`src/rtl/keccak_round_ctrl.sv`:
```
// keccak_round_ctrl: shares one Keccak-f[1600] round engine between two
// requesters (0: SHAKE128 matrix expansion, 1: SHAKE256 sampling/hashing).
// Round-robin arbitration; drives the state-load strobe, per-cycle round
// enable and RC ROM base address, then pulses done to the owner.
//
// Optional build macro: KECCAK_ROUND_CTRL_PERF_EN
//   defined   -> perm_cnt counts completed permutations (saturating)
//   undefined -> perm_cnt is tied to zero
//
// state | meaning
// ------+-------------------------------------------------------------
// IDLE  | engine free, waiting for any req
// LOAD  | one cycle, datapath captures the owner's state
// ROUND | NR/UR cycles, UR rounds applied per cycle
// DONE  | one cycle, done[owner] pulses, re-arbitrate for back-to-back

module keccak_round_ctrl #(
  parameter int UR = 1,
  parameter int NR = 24
) (
  input  logic        clk,
  input  logic        rst_n,
  input  logic [1:0]  req,
  output logic [1:0]  gnt,
  output logic        sel,
  output logic        perm_load,
  output logic        round_en,
  output logic [4:0]  rc_addr,
  output logic        last_round,
  output logic [1:0]  done,
  output logic        busy,
  output logic [31:0] perm_cnt
);

  // The RC ROM and round schedule only exist for the 24-round permutation.
  if (NR != 24) begin : g_bad_nr
    $error("keccak_round_ctrl: NR must be 24");
  end
  if ((UR < 1) || (UR > NR) || ((NR % UR) != 0)) begin : g_bad_ur
    $error("keccak_round_ctrl: UR must divide NR");
  end

  localparam logic [4:0] RC_STEP = 5'(UR);
  localparam logic [4:0] RC_LAST = 5'(NR - UR);

  typedef enum logic [1:0] {
    IDLE  = 2'd0,
    LOAD  = 2'd1,
    ROUND = 2'd2,
    DONE  = 2'd3
  } state_t;

  state_t      state_q, state_d;
  logic        owner_q, owner_d;
  logic        last_q, last_d;
  logic [4:0]  rc_q, rc_d;
  logic        perm_load_q, perm_load_d;
  logic        round_en_q, round_en_d;
  logic        last_round_q, last_round_d;
  logic [1:0]  done_q, done_d;
  logic        busy_q;
  logic [1:0]  owner_oh;
  logic [1:0]  cand;
  logic        win;

  assign owner_oh = owner_q ? 2'b10 : 2'b01;

  // State, owner, round-robin pointer and all registered outputs.
  // last_q resets to 1 so requester 0 wins the first tie.
  always_ff @(posedge clk or negedge rst_n) begin
    if (!rst_n) begin
      state_q      <= IDLE;
      owner_q      <= 1'b0;
      last_q       <= 1'b1;
      rc_q         <= 5'd0;
      perm_load_q  <= 1'b0;
      round_en_q   <= 1'b0;
      last_round_q <= 1'b0;
      done_q       <= 2'b00;
      busy_q       <= 1'b0;
    end else begin
      state_q      <= state_d;
      owner_q      <= owner_d;
      last_q       <= last_d;
      rc_q         <= rc_d;
      perm_load_q  <= perm_load_d;
      round_en_q   <= round_en_d;
      last_round_q <= last_round_d;
      done_q       <= done_d;
      busy_q       <= (state_d != IDLE);
    end
  end

  // Next state and next-cycle output values; arbitration happens in IDLE
  // and in DONE, where the finishing owner's req is masked out.
  always_comb begin
    state_d      = state_q;
    owner_d      = owner_q;
    last_d       = last_q;
    rc_d         = 5'd0;
    perm_load_d  = 1'b0;
    round_en_d   = 1'b0;
    last_round_d = 1'b0;
    done_d       = 2'b00;
    cand         = 2'b00;
    win          = 1'b0;
    case (state_q)
      IDLE: cand = req;
      LOAD: begin
        state_d      = ROUND;
        round_en_d   = 1'b1;
        last_round_d = (RC_LAST == 5'd0);
      end
      ROUND: begin
        if (rc_q == RC_LAST) begin
          state_d = DONE;
          done_d  = owner_oh;
        end else begin
          rc_d         = rc_q + RC_STEP;
          round_en_d   = 1'b1;
          last_round_d = ((rc_q + RC_STEP) == RC_LAST);
        end
      end
      DONE: begin
        state_d = IDLE;
        cand    = req & ~owner_oh;
      end
      default: state_d = IDLE;
    endcase
    if (cand != 2'b00) begin
      win         = (cand == 2'b11) ? ~last_q : cand[1];
      state_d     = LOAD;
      owner_d     = win;
      last_d      = win;
      perm_load_d = 1'b1;
    end
  end

  assign gnt        = busy_q ? owner_oh : 2'b00;
  assign sel        = owner_q;
  assign perm_load  = perm_load_q;
  assign round_en   = round_en_q;
  assign rc_addr    = rc_q;
  assign last_round = last_round_q;
  assign done       = done_q;
  assign busy       = busy_q;

`ifdef KECCAK_ROUND_CTRL_PERF_EN
  logic [31:0] perm_cnt_q;

  // Saturating count of completed permutations; cleared only by reset.
  always_ff @(posedge clk or negedge rst_n) begin
    if (!rst_n) begin
      perm_cnt_q <= 32'd0;
    end else if ((state_q == DONE) && (perm_cnt_q != 32'hFFFF_FFFF)) begin
      perm_cnt_q <= perm_cnt_q + 32'd1;
    end
  end

  assign perm_cnt = perm_cnt_q;
`else
  assign perm_cnt = 32'd0;
`endif

endmodule
```
`config.mk`:
```
export PLATFORM = sky130hd
export DESIGN_NAME = keccak_round_ctrl
export DESIGN_NICKNAME = d
export VERILOG_FILES = /design/src/rtl/keccak_round_ctrl.sv
export SDC_FILE = /design/constraint.sdc
export NUM_CORES = 1
export LEC_CHECK = 0
export BUFFER_PORTS_ARGS = -buffer_cell sky130_fd_sc_hd__buf_2
export CORE_AREA = 2 2 45 55
export CTS_CLUSTER_SIZE = 40
export DETAILED_ROUTE_END_ITERATION = 12
export DIE_AREA = 0 0 47 57
export GPL_TIMING_DRIVEN = 0
export PLACE_DENSITY_LB_ADDON = 0.25
export SYNTH_ARGS = -nofsm -noshare
export SYNTH_HDL_FRONTEND = slang
export SYNTH_SLANG_ARGS = --single-unit
```
`constraint.sdc`:
```
create_clock -name clk -period 2.9 [get_ports clk]
set_clock_uncertainty 0.05 [all_clocks]
set_input_delay 0.29 -clock clk [delete_from_list [all_inputs] [get_ports clk]]
set_output_delay 0.29 -clock clk [all_outputs]
set_load 0.05 [all_outputs]
```
==> metrics.txt, run 1 <==
status=finished, final reports clean; post-route antenna net violation count=0; hpwl dp=1260 microns; row count=19; Final min period=around 1.6 ns; RSZ-0062 raised after global routing=false; max cap viols=0; LEAKAGE=0.753 nW; final wirelength=approximately 1500 microns; Peak VDD IR=0.000436 V; Num CTS Buffers=3; TNS Setup=0 ns; TritonRoute pass-1 iters=3; reg2reg start=state_q[0]$_DFF_PN0_; total track usage=a little under an eighth; worst skew pair latency=about 0.27 ns; CP endpoint=gnt[0]; Mapped Cells=97; Critical Path Start=sel$_DFFE_PN0P_; Post-Syn Area=990 sq um; Final WS setup=roughly 1.3 ns; pins over their slew limit=0; reg-to-reg slack, setup=around 1.4 ns; CTS tree=yes; Via-to-Cell Ratio=3.81; Crit Path Category=reg -> out; R2R Path End=busy$_DFF_PN0_; initial antenna violation count=0; clock sinks=15; startpoint types=register; Critical Path RT=2.56 ns; Root Buffer=clkbuf_4; worst reg2reg path depth=5; Worst Path Arrival=1.23 ns; Core Region=between 2000 and 2500 sq um; vias in the first global route=about 560; sequential-to-total area share from yosys stat=38.1%; DP Area=1230 sq um; DP Worst Slack=1.43 ns; Power Density=878 nW/um^2; Hold WC Path Type=in -> reg; DRC viols=0; setup violators final=0; Final Hold Viols=0; Avg Inst Size Synth=10.2 sq um; Clock Path Buffers=2; non-filler cells in the finished layout=181; Synthesis Warnings=0; largest net degree at the start of global routing=16; CP Cell Sequence=and2b_2 -> buf_2; routability cong.=0.734; Die Height=57 microns; fin nets=162; Max Freq=around 640 MHz; CP endpoint kind=output port; DIE WIDTH=47 microns; Layout area overhead=27.9%; delay of the slowest critical-path stage=0.47 ns; Yosys reg bits=15; port bufs=17; Finished Cell Area=between 1000 and 1500 sq um; post-synth cell types=30; Inst Count DP=between 150 and 200; layout cells sized above 1=40.7%; period utilisation layout=54.0%; first-pass GRT wire length=2310 microns; ant diodes=0; final hold slack=0.279 ns; wire length per cell=around 8.5 microns; # H-tree levels=1; drt initial violations=7; Critical Path Fanout Max=8; I/O pins=50; vias=between 600 and 700; initial core utilization=45.3%; Die Area=between 2000 and 3000 sq um; Clock Pin Slew Worst Setup and Hold Paths=~0.09 ns; GR Overflow Total=0; CP max stage cell=dfrtp_1; commonest non-fill, non-tap cells in the layout=buf_4, conb_1, buf_2, dfrtp_1
## synthesized netlist by cell type
master     number  share of area, %
a21boi_0        1              0.76
a21oi_1         2               1.0
a22oi_1         1              0.76
and2_1          1              0.63
and2_2          1              0.76
and2b_2         1              0.89
and4_1          1              0.89
and4b_1         1               1.0
buf_4          32                24
conb_1          1              0.38
dfrtp_1        14                35
dfstp_2         1               2.7
ha_1            7               8.8
inv_1           7               2.7
mux2i_1         2               2.0
nand2_1         2              0.76
nand2_2         1              0.63
nand2b_1        1              0.63
nand2b_4        1               1.4
nand3_1         1              0.51
nand4b_1        1              0.89
nor2_1          5               1.9
nor2b_1         2               1.3
nor3b_2         1               1.3
o2111ai_2       1               1.5
o211ai_1        1              0.76
o211ai_2        1               1.3
o21ai_0         3               1.5
o22a_2          1               1.0
xor2_1          2               1.8
## power by group
part,internal (mW),switching [mW],total [mW]
combinational,0.202,0.466,0.669
clock,0.0532,0.0614,0.115
sequential,0.276,0.0530,0.329
## layer usage
layer	wire length [microns]	vias to the layer above	global-route usage [%]
met2	780	28	19.8
met1	634	305	13.2
met3	92	2	1.90
met4	30	0	7.14
met5	0	-	0
li1	-	355	-
## cells by family (layout without fill, tap and decap cells)
kind of cell,Yosys count,after routing,share of synthesized area [%]
AND/OR/NAND/NOR,20,20,13.4
AO/OA/AOI/OAI,11,11,8.60
flip-flops,15,15,38.1
other,1,32,0.379
adder cells (fa/ha/maj),7,7,8.85
XOR/XNOR,2,2,1.77
multiplexers,2,2,2.02
buffers and inverters,39,61,26.9
## area by class of cell
| cell class | instances | area [sq um] |
|---|---|---|
| flip-flops and latches | 15 | 377 |
| multi-input cells | 74 | 463 |
| inverters | 7 | 26.3 |
| well taps | 31 | 38.8 |
| clock buffers | 4 | 26.3 |
| repair buffers | 18 | 95.1 |
| plain buffers | 32 | 240 |
| fillers | 211 | 921 |
## worst min path at each step
stage,startpoint,endpoint,depth (start not counted)
finish,req[1],last_q$_DFFE_PN1P_,3
global route,req[1],last_q$_DFFE_PN1P_,3
CTS,req[1],last_q$_DFFE_PN1P_,3
detailed placement,rst_n,rc_addr[1]$_DFF_PN0_,1
global placement,rst_n,rc_addr[3]$_DFF_PN0_,1
floorplan,rst_n,busy$_DFF_PN0_,0
## per-stage QoR
stage / utilization [%] / total power, mW
CTS: 57.9 / 1.12
global placement: 56.2 / 0.993
floorplan: - / 0.888
detailed placement: 56.2 / 1.01
finish: 57.9 / 1.11
global route: 57.9 / 1.19
## sequential cells by signal, indices dropped and copies added (netlist names)
register,cells
busy,1
round_en,1
sel,1
last_round,1
done,2
perm_load,1
rc_addr,5
last_q,1
state_q,2
## worst max-delay path, delay by kind of cell (launching register included)
family,cells,cell delay [ns]
flip-flops,1,0.47
buffers and inverters,1,0.25
AND/OR/NAND/NOR,1,0.23
## repair_timing
| action | 4_1_cts | 5_1_grt |
|---|---|---|
| setup buffers | 0 | 0 |
| hold buffers | 1 | 0 |
| hold endpoints to repair | 14 | 0 |
| gates resized for setup | 0 | 0 |
No activity file was read; power rests on OpenSTA's default activity.
==> run 2, diff against run 1 <==
Settings changed: ABC_AREA from default to 1, CORE_AREA 2 2 45 55 to 2 2 49 60, DIE_AREA 0 0 47 57 to 0 0 51 62.
Clock period 2.9 ns to 1.4 ns, I/O delays scaled along.
==> run 2 against run 1 <==
Non-clock buffer count is 1 higher. Count of clock-buffer cells in the layout did not move. Register-to-register slack lost 1.4 ns. Critical path depth grew 4. Combinational power is 100% higher. Routed wire length is 5.7% higher. Area after synthesis down 0.38%. Sequential power rose by 110%. Sequential share of layout area barely moved. Hold slack got worse by 0.092 ns. Total power grew 110%. Clock power up 110%. Critical path type is now reg -> reg.
==> metrics.txt, run 2 <==
initial core utilization=37.2% (-8.1 points); Final min period=1.33 ns; hpwl dp=1370 microns (+8.1%); CTS tree=yes; LEAKAGE=0.775 nW (+2.9%); Layout area overhead=29.8%; RSZ-0062 raised after global routing=true; Synth top area share=35.5% (+0.13 points); first-pass GRT wire length=2610 microns (+13%); P_int=1.05 mW (+98%); Die Height=62 microns (+8.8%); sequential-to-total area share from yosys stat=38.2% (+0.14 points); Post-synth ARST share=100% (unchanged); most common cell after layout, fill and taps aside=buf_4; commonest non-fill, non-tap cells in the layout=buf_4, conb_1, buf_2, inv_1, dfrtp_1; main area contributors after synthesis=dfrtp_1, buf_4, ha_1, inv_1, nand2_1; DP Worst Slack=-0.00210 ns (-1.43 ns); startpoint types=register; Clock Pin Slew Worst Setup and Hold Paths=0.08 ns (about the same); cell taking the most area after synthesis=dfrtp_1; Max Freq=roughly 750 MHz; Finished Cell Area=1280 sq um (+1.1%); Comb power frac=59.8% (-0.4 points); delay of the slowest critical-path stage=0.40 ns (-0.07 ns); number of flops mapped to enable cells by yosys=0 (unchanged); TritonRoute pass-1 iters=2 (-1); Tot Pwr=2.28 mW (+110%); multiplexer area fraction after synthesis=0% (-2.0 points); ys flop type=dfrtp_1; GR Overflow Total=0 (unchanged); CP endpoint kind=register; Critical Path RT=1.53 ns (-1.03 ns); ant diodes=0 (unchanged); max cap viols=0 (unchanged); xor/xnor cell area share of the yosys netlist=0.888% (-0.88 points); Power Density=1780 nW/um^2 (+100%); setup violators final=0 (unchanged); post-synth cell types=21 (-30%); DP Area=1230 sq um (+0.41%); TNS Setup=0 ns (unchanged); synth cell count leaders=buf_4, dfrtp_1, inv_1, nand2_1, nor2_1; worst skew pair latency=0.28 ns (about the same); total track usage=11.1% (-0.67 points); period utilisation layout=between 90 and 100%; DRC viols=0 (unchanged); DIE WIDTH=51 microns (+8.5%); largest net degree at the start of global routing=16 (unchanged); most common cell in the netlist=buf_4; WL met3=113 microns (+23%); DR WL met2=892 microns (+14%); Die Area=3160 sq um (+18%); CP Cell Sequence=inv_1 -> ha_1 -> inv_2 -> nand2_2 -> nand3_1 -> nand2_1; Hold WC Path Type=in -> reg; Simple-Gate Fraction of Synth Area=19.4% (+6.0 points); Critical Path Fanout Max=5 (-3); Crit Path Category=reg -> reg; port bufs=17 (unchanged); Sequential Power Share=29.7% (+0.2 points); adder-cell area share of the yosys netlist=8.88% (+0.034 points); I/O pins=50 (unchanged); Inst Count DP=193 (+9.7%); Mapped Cells=111 (+14%); final wirelength=1630 microns (+5.7%); Core Region=2650 sq um (+21%); Final Hold Viols=0 (unchanged); Peak VDD IR=0.000479 V (+9.7%); Root Buffer=clkbuf_4; main combinational cell family by area after synthesis=buffers and inverters; max FFs per register=5 (unchanged); Worst Path Arrival=1.45 ns (+0.22 ns); CP max stage cell=dfrtp_1; Avg Inst Size Synth=8.88 sq um (-13%); Clock Path Buffers=2 (unchanged); Num CTS Buffers=3 (unchanged); Yosys reg bits=15 (unchanged); wl on met1=560 microns (-12%); clock sinks=15 (unchanged); fin nets=177 (+9.3%); row count=21 (+2); switching share of power=54.0% (+1.7 points); routability cong.=0.728 (-0.90%); layout cells sized above 1=40.6% (-0.061 points); NetSw=1.23 mW (+110%); Post-Syn Area=986 sq um (-0.38%); vias=750 (+8.7%); Via-to-Cell Ratio=3.77 (-1.1%); pins over their slew limit=0 (unchanged); post-route antenna net violation count=0 (unchanged); Final WS setup=0.0737 ns (-1.26 ns); Synthesis Warnings=0 (unchanged); Synth Area in Compound Gates=2.92% (-5.7 points); # H-tree levels=1 (unchanged); drt initial violations=6 (-1); initial antenna violation count=0 (unchanged); wire length per cell=8.17 microns (-3.8%); clock share of power=10.6% (+0.3 points); non-filler cells in the finished layout=199 (+9.9%); vias in the first global route=648 (+16%); uppermost layer routed=met4; status=finished, final reports clean
[run 2: area by class of cell]
type / count / area [sq um]
clock buffer: 4 / 26.3
tap: 34 / 42.5
multi-input combinational: 82 / 439
timing repair buffer: 19 / 103
sequential: 15 / 380
fill: 271 / 1370
inverter: 13 / 48.8
buffer: 32 / 240
[run 2: layer usage]
metal / vias to the layer above / GRT usage, %
met3: 5 / 1.44
met4: 0 / 8.11
met5: - / 0
met2: 33 / 21.3
li1: 387 / -
met1: 325 / 11.0
[run 2: what timing repair did]
| item | CTS | global route |
|---|---|---|
| gates resized for setup | 1 | 2 |
| hold endpoints to repair | 15 | 0 |
| endpoints found under the setup margin | 1 | 7 |
| setup buffers | 0 | 1 |
| hold buffers | 1 | 0 |
[run 2: path summary, 6_finish.rpt]
path                       depth (start not counted)                 start            endpoint  slack (ns)
setup / recovery                                   6  state_q[0]$_DFF_PN0_     sel$_DFFE_PN0P_        0.07
hold / removal                                     5                req[0]      busy$_DFF_PN0_        0.19
setup reg to reg                                   6  state_q[0]$_DFF_PN0_     sel$_DFFE_PN0P_        0.07
hold reg to reg                                    2    last_q$_DFFE_PN1P_  last_q$_DFFE_PN1P_        0.43
max in group asynchronous                          2                 rst_n  last_q$_DFFE_PN1P_        0.77
min in group asynchronous                          2                 rst_n  round_en$_DFF_PN0_        0.23
[run 2: cells by family (layout without fill, tap and decap cells)]
kind of cell / after synthesis / count (layout)
other: 1 / 32
AOI/OAI and AO/OA: 5 / 5
adders and majority gates: 7 / 7
xor gates and xnor gates: 1 / 1
DFF: 15 / 15
and+or+nand+nor: 37 / 37
buffers and inverters: 45 / 68
[run 2: worst max-delay path: cells and delay by family, from the launching register on]
kind / cells / cell delay [ns]
DFF: 1 / 0.40
and+or+nand+nor: 3 / 0.22
adders and majority gates: 1 / 0.33
buffers and inverters: 2 / 0.23
[run 2: power by group through the flow]
stage / Combinational [mW] / Sequential [mW] / Clock (mW)
floorplan: 0.854 / 0.923 / 0
CTS: 1.35 / 0.674 / 0.259
finish: 1.36 / 0.676 / 0.241
global placement: 1.31 / 0.677 / 0
global route: 1.51 / 0.695 / 0.280
detailed placement: 1.34 / 0.683 / 0
[run 2: through the flow]
step	hold slack [ns]	utilization [%]
3_5_place_dp	0.00980	46.5
3_3_place_gp	0.00930	46.5
2_1_floorplan	-0.206	-
5_1_grt	0.210	48.2
6_report	0.187	48.2
4_1_cts	0.180	47.9
==> run 3, diff against run 2 <==
Settings changed: RECOVER_POWER from default to 25.
==> run 3 against run 2 <==
First-iteration DRC count did not move. Hold slack did not move. Routed wire length fell by 0.12%. Die area did not move. Highest routed layer unchanged.
==> metrics.txt, run 3 (synthesized netlist as in run 2, its figures left out) <==
Via-to-Cell Ratio=3.77 (unchanged); commonest non-fill, non-tap cells in the layout=buf_4, conb_1, buf_2, inv_1, dfrtp_1; row count=21 (unchanged); final hold slack=0.187 ns (unchanged); DIE WIDTH=51 microns (unchanged); Critical Path Fanout Max=5 (unchanged); most common cell after layout, fill and taps aside=buf_4; # H-tree levels=1 (unchanged); Hold WC Path Type=in -> reg; Crit Path Category=reg -> reg; clock sinks=15 (unchanged); routability cong.=0.728 (unchanged); Layout area overhead=29.7% (about the same); layout cells sized above 1=40.0% (-0.61 points); GR Overflow Total=0 (unchanged); max_slew headroom=46.9%; P_int=1.05 mW (about the same); Finished Cell Area=1280 sq um (about the same); Core Region=2650 sq um (unchanged); Clock Path Buffers=2 (unchanged); TNS Setup=0 ns (unchanged); Critical Path Start=state_q[0]$_DFF_PN0_; first-pass GRT wire length=2610 microns (unchanged); Comb power frac=59.7% (about the same); initial core utilization=37.2% (unchanged); NetSw=1.23 mW (about the same); RSZ-0062 raised after global routing=true; Clock Pin Slew Worst Setup and Hold Paths=0.08 ns (about the same); vias in the first global route=648 (unchanged); DP Worst Slack=-0.00210 ns (unchanged); setup violators final=0 (unchanged); final wirelength=1620 microns (-0.12%); period utilisation layout=94.7% (unchanged); Power Density=1780 nW/um^2 (about the same); max cap viols=0 (unchanged); I/O pins=50 (unchanged); ant diodes=0 (unchanged); Final Hold Viols=0 (unchanged); largest net degree at the start of global routing=16 (unchanged); switching share of power=54.0% (about the same); DRC viols=0 (unchanged); Max Freq=754 MHz (unchanged); wire length per cell=8.16 microns (-0.12%); CTS tree=yes; reg2reg start=state_q[0]$_DFF_PN0_; Sequential Power Share=29.7% (about the same); port bufs=17 (unchanged); post-route antenna net violation count=0 (unchanged); Critical Path RT=1.53 ns (about the same); fillers=272 (+0.37%); LEAKAGE=0.772 nW (-0.36%); min-delay src=req[0]; Die Height=62 microns (unchanged); drt initial violations=6 (unchanged); vias=750 (unchanged); pins over their slew limit=0 (unchanged); Root Buffer=clkbuf_4; max FFs per register=5 (unchanged); Peak VDD IR=0.000478 V (about the same); Die Area=3160 sq um (unchanged); hpwl dp=1370 microns (unchanged); Final WS setup=0.0737 ns (unchanged); clock share of power=10.6% (about the same); fin nets=177 (unchanged); Num CTS Buffers=3 (unchanged); worst skew pair latency=0.28 ns (about the same); initial antenna violation count=0 (unchanged); CP endpoint kind=register; TritonRoute pass-1 iters=2 (unchanged); status=finished, final reports clean; total track usage=11.1% (unchanged); Worst-Margin Slew=0.796 ns; Worst Path Arrival=1.45 ns (about the same); DP Area=1230 sq um (unchanged); startpoint types=register; Final min period=1.33 ns (unchanged)
[run 3: worst max-delay path: stages, from the launching register on]
cell and delay, ns:
dfrtp_1 0.40, inv_1 0.10, ha_1 0.33, inv_2 0.13, nand2_2 0.09, nand3_1 0.08
nand2_1 0.05
[run 3: path summary, 6_finish.rpt]
kind,end,slack [ns],cells past startpoint
min in group asynchronous,round_en$_DFF_PN0_,0.40,2
worst min register to register,last_q$_DFFE_PN1P_,0.43,2
max in group asynchronous,sel$_DFFE_PN0P_,0.35,2
worst max register to register,sel$_DFFE_PN0P_,0.07,6
worst min-delay path,busy$_DFF_PN0_,0.19,5
worst max-delay path,sel$_DFFE_PN0P_,0.07,6
[run 3: per-layer routing]
layer  up-vias  global-route usage [%]  share of wire [%]
li1        387                       -                  -
met1       325                    11.0                 34
met2        33                    21.3                 55
met3         5                    1.44                7.0
met4         0                    8.11                3.6
met5         -                       0                  0
[run 3: layout make-up]
| type | instances | area [sq um] | share of cell area (%) |
|---|---|---|---|
| Multi-Input combinational cell | 82 | 439 | 34.3 |
| Sequential cell | 15 | 380 | 29.7 |
| Buffer | 32 | 240 | 18.8 |
| Timing Repair Buffer | 19 | 101 | 7.93 |
| Inverter | 13 | 48.8 | 3.82 |
| Tap cell | 34 | 42.5 | 3.33 |
| Clock buffer | 4 | 26.3 | 2.05 |
[run 3: what timing repair did]
item                                    in CTS  in global routing
hold endpoints to repair                    15                  0
hold buffers                                 1                  0
endpoints found under the setup margin       1                  7
buffers inserted                             0                  1
gates resized for setup                      1                  2
[run 3: power by group through the flow]
stage / clock network [mW] / registers (mW) / logic [mW]
3_3_place_gp: 0 / 0.677 / 1.31
5_1_grt: 0.280 / 0.695 / 1.51
4_1_cts: 0.259 / 0.674 / 1.35
2_1_floorplan: 0 / 0.923 / 0.854
6_report: 0.241 / 0.676 / 1.36
3_5_place_dp: 0 / 0.683 / 1.34
[run 3: through the flow]
step                total power [mW]  cells  utilization [%]
floorplan                       1.78    142                -
global placement                1.99    193             46.5
detailed placement              2.02    193             46.5
CTS                             2.29    198             47.9
global route                    2.48    199             48.2
finish                          2.28    199             48.2
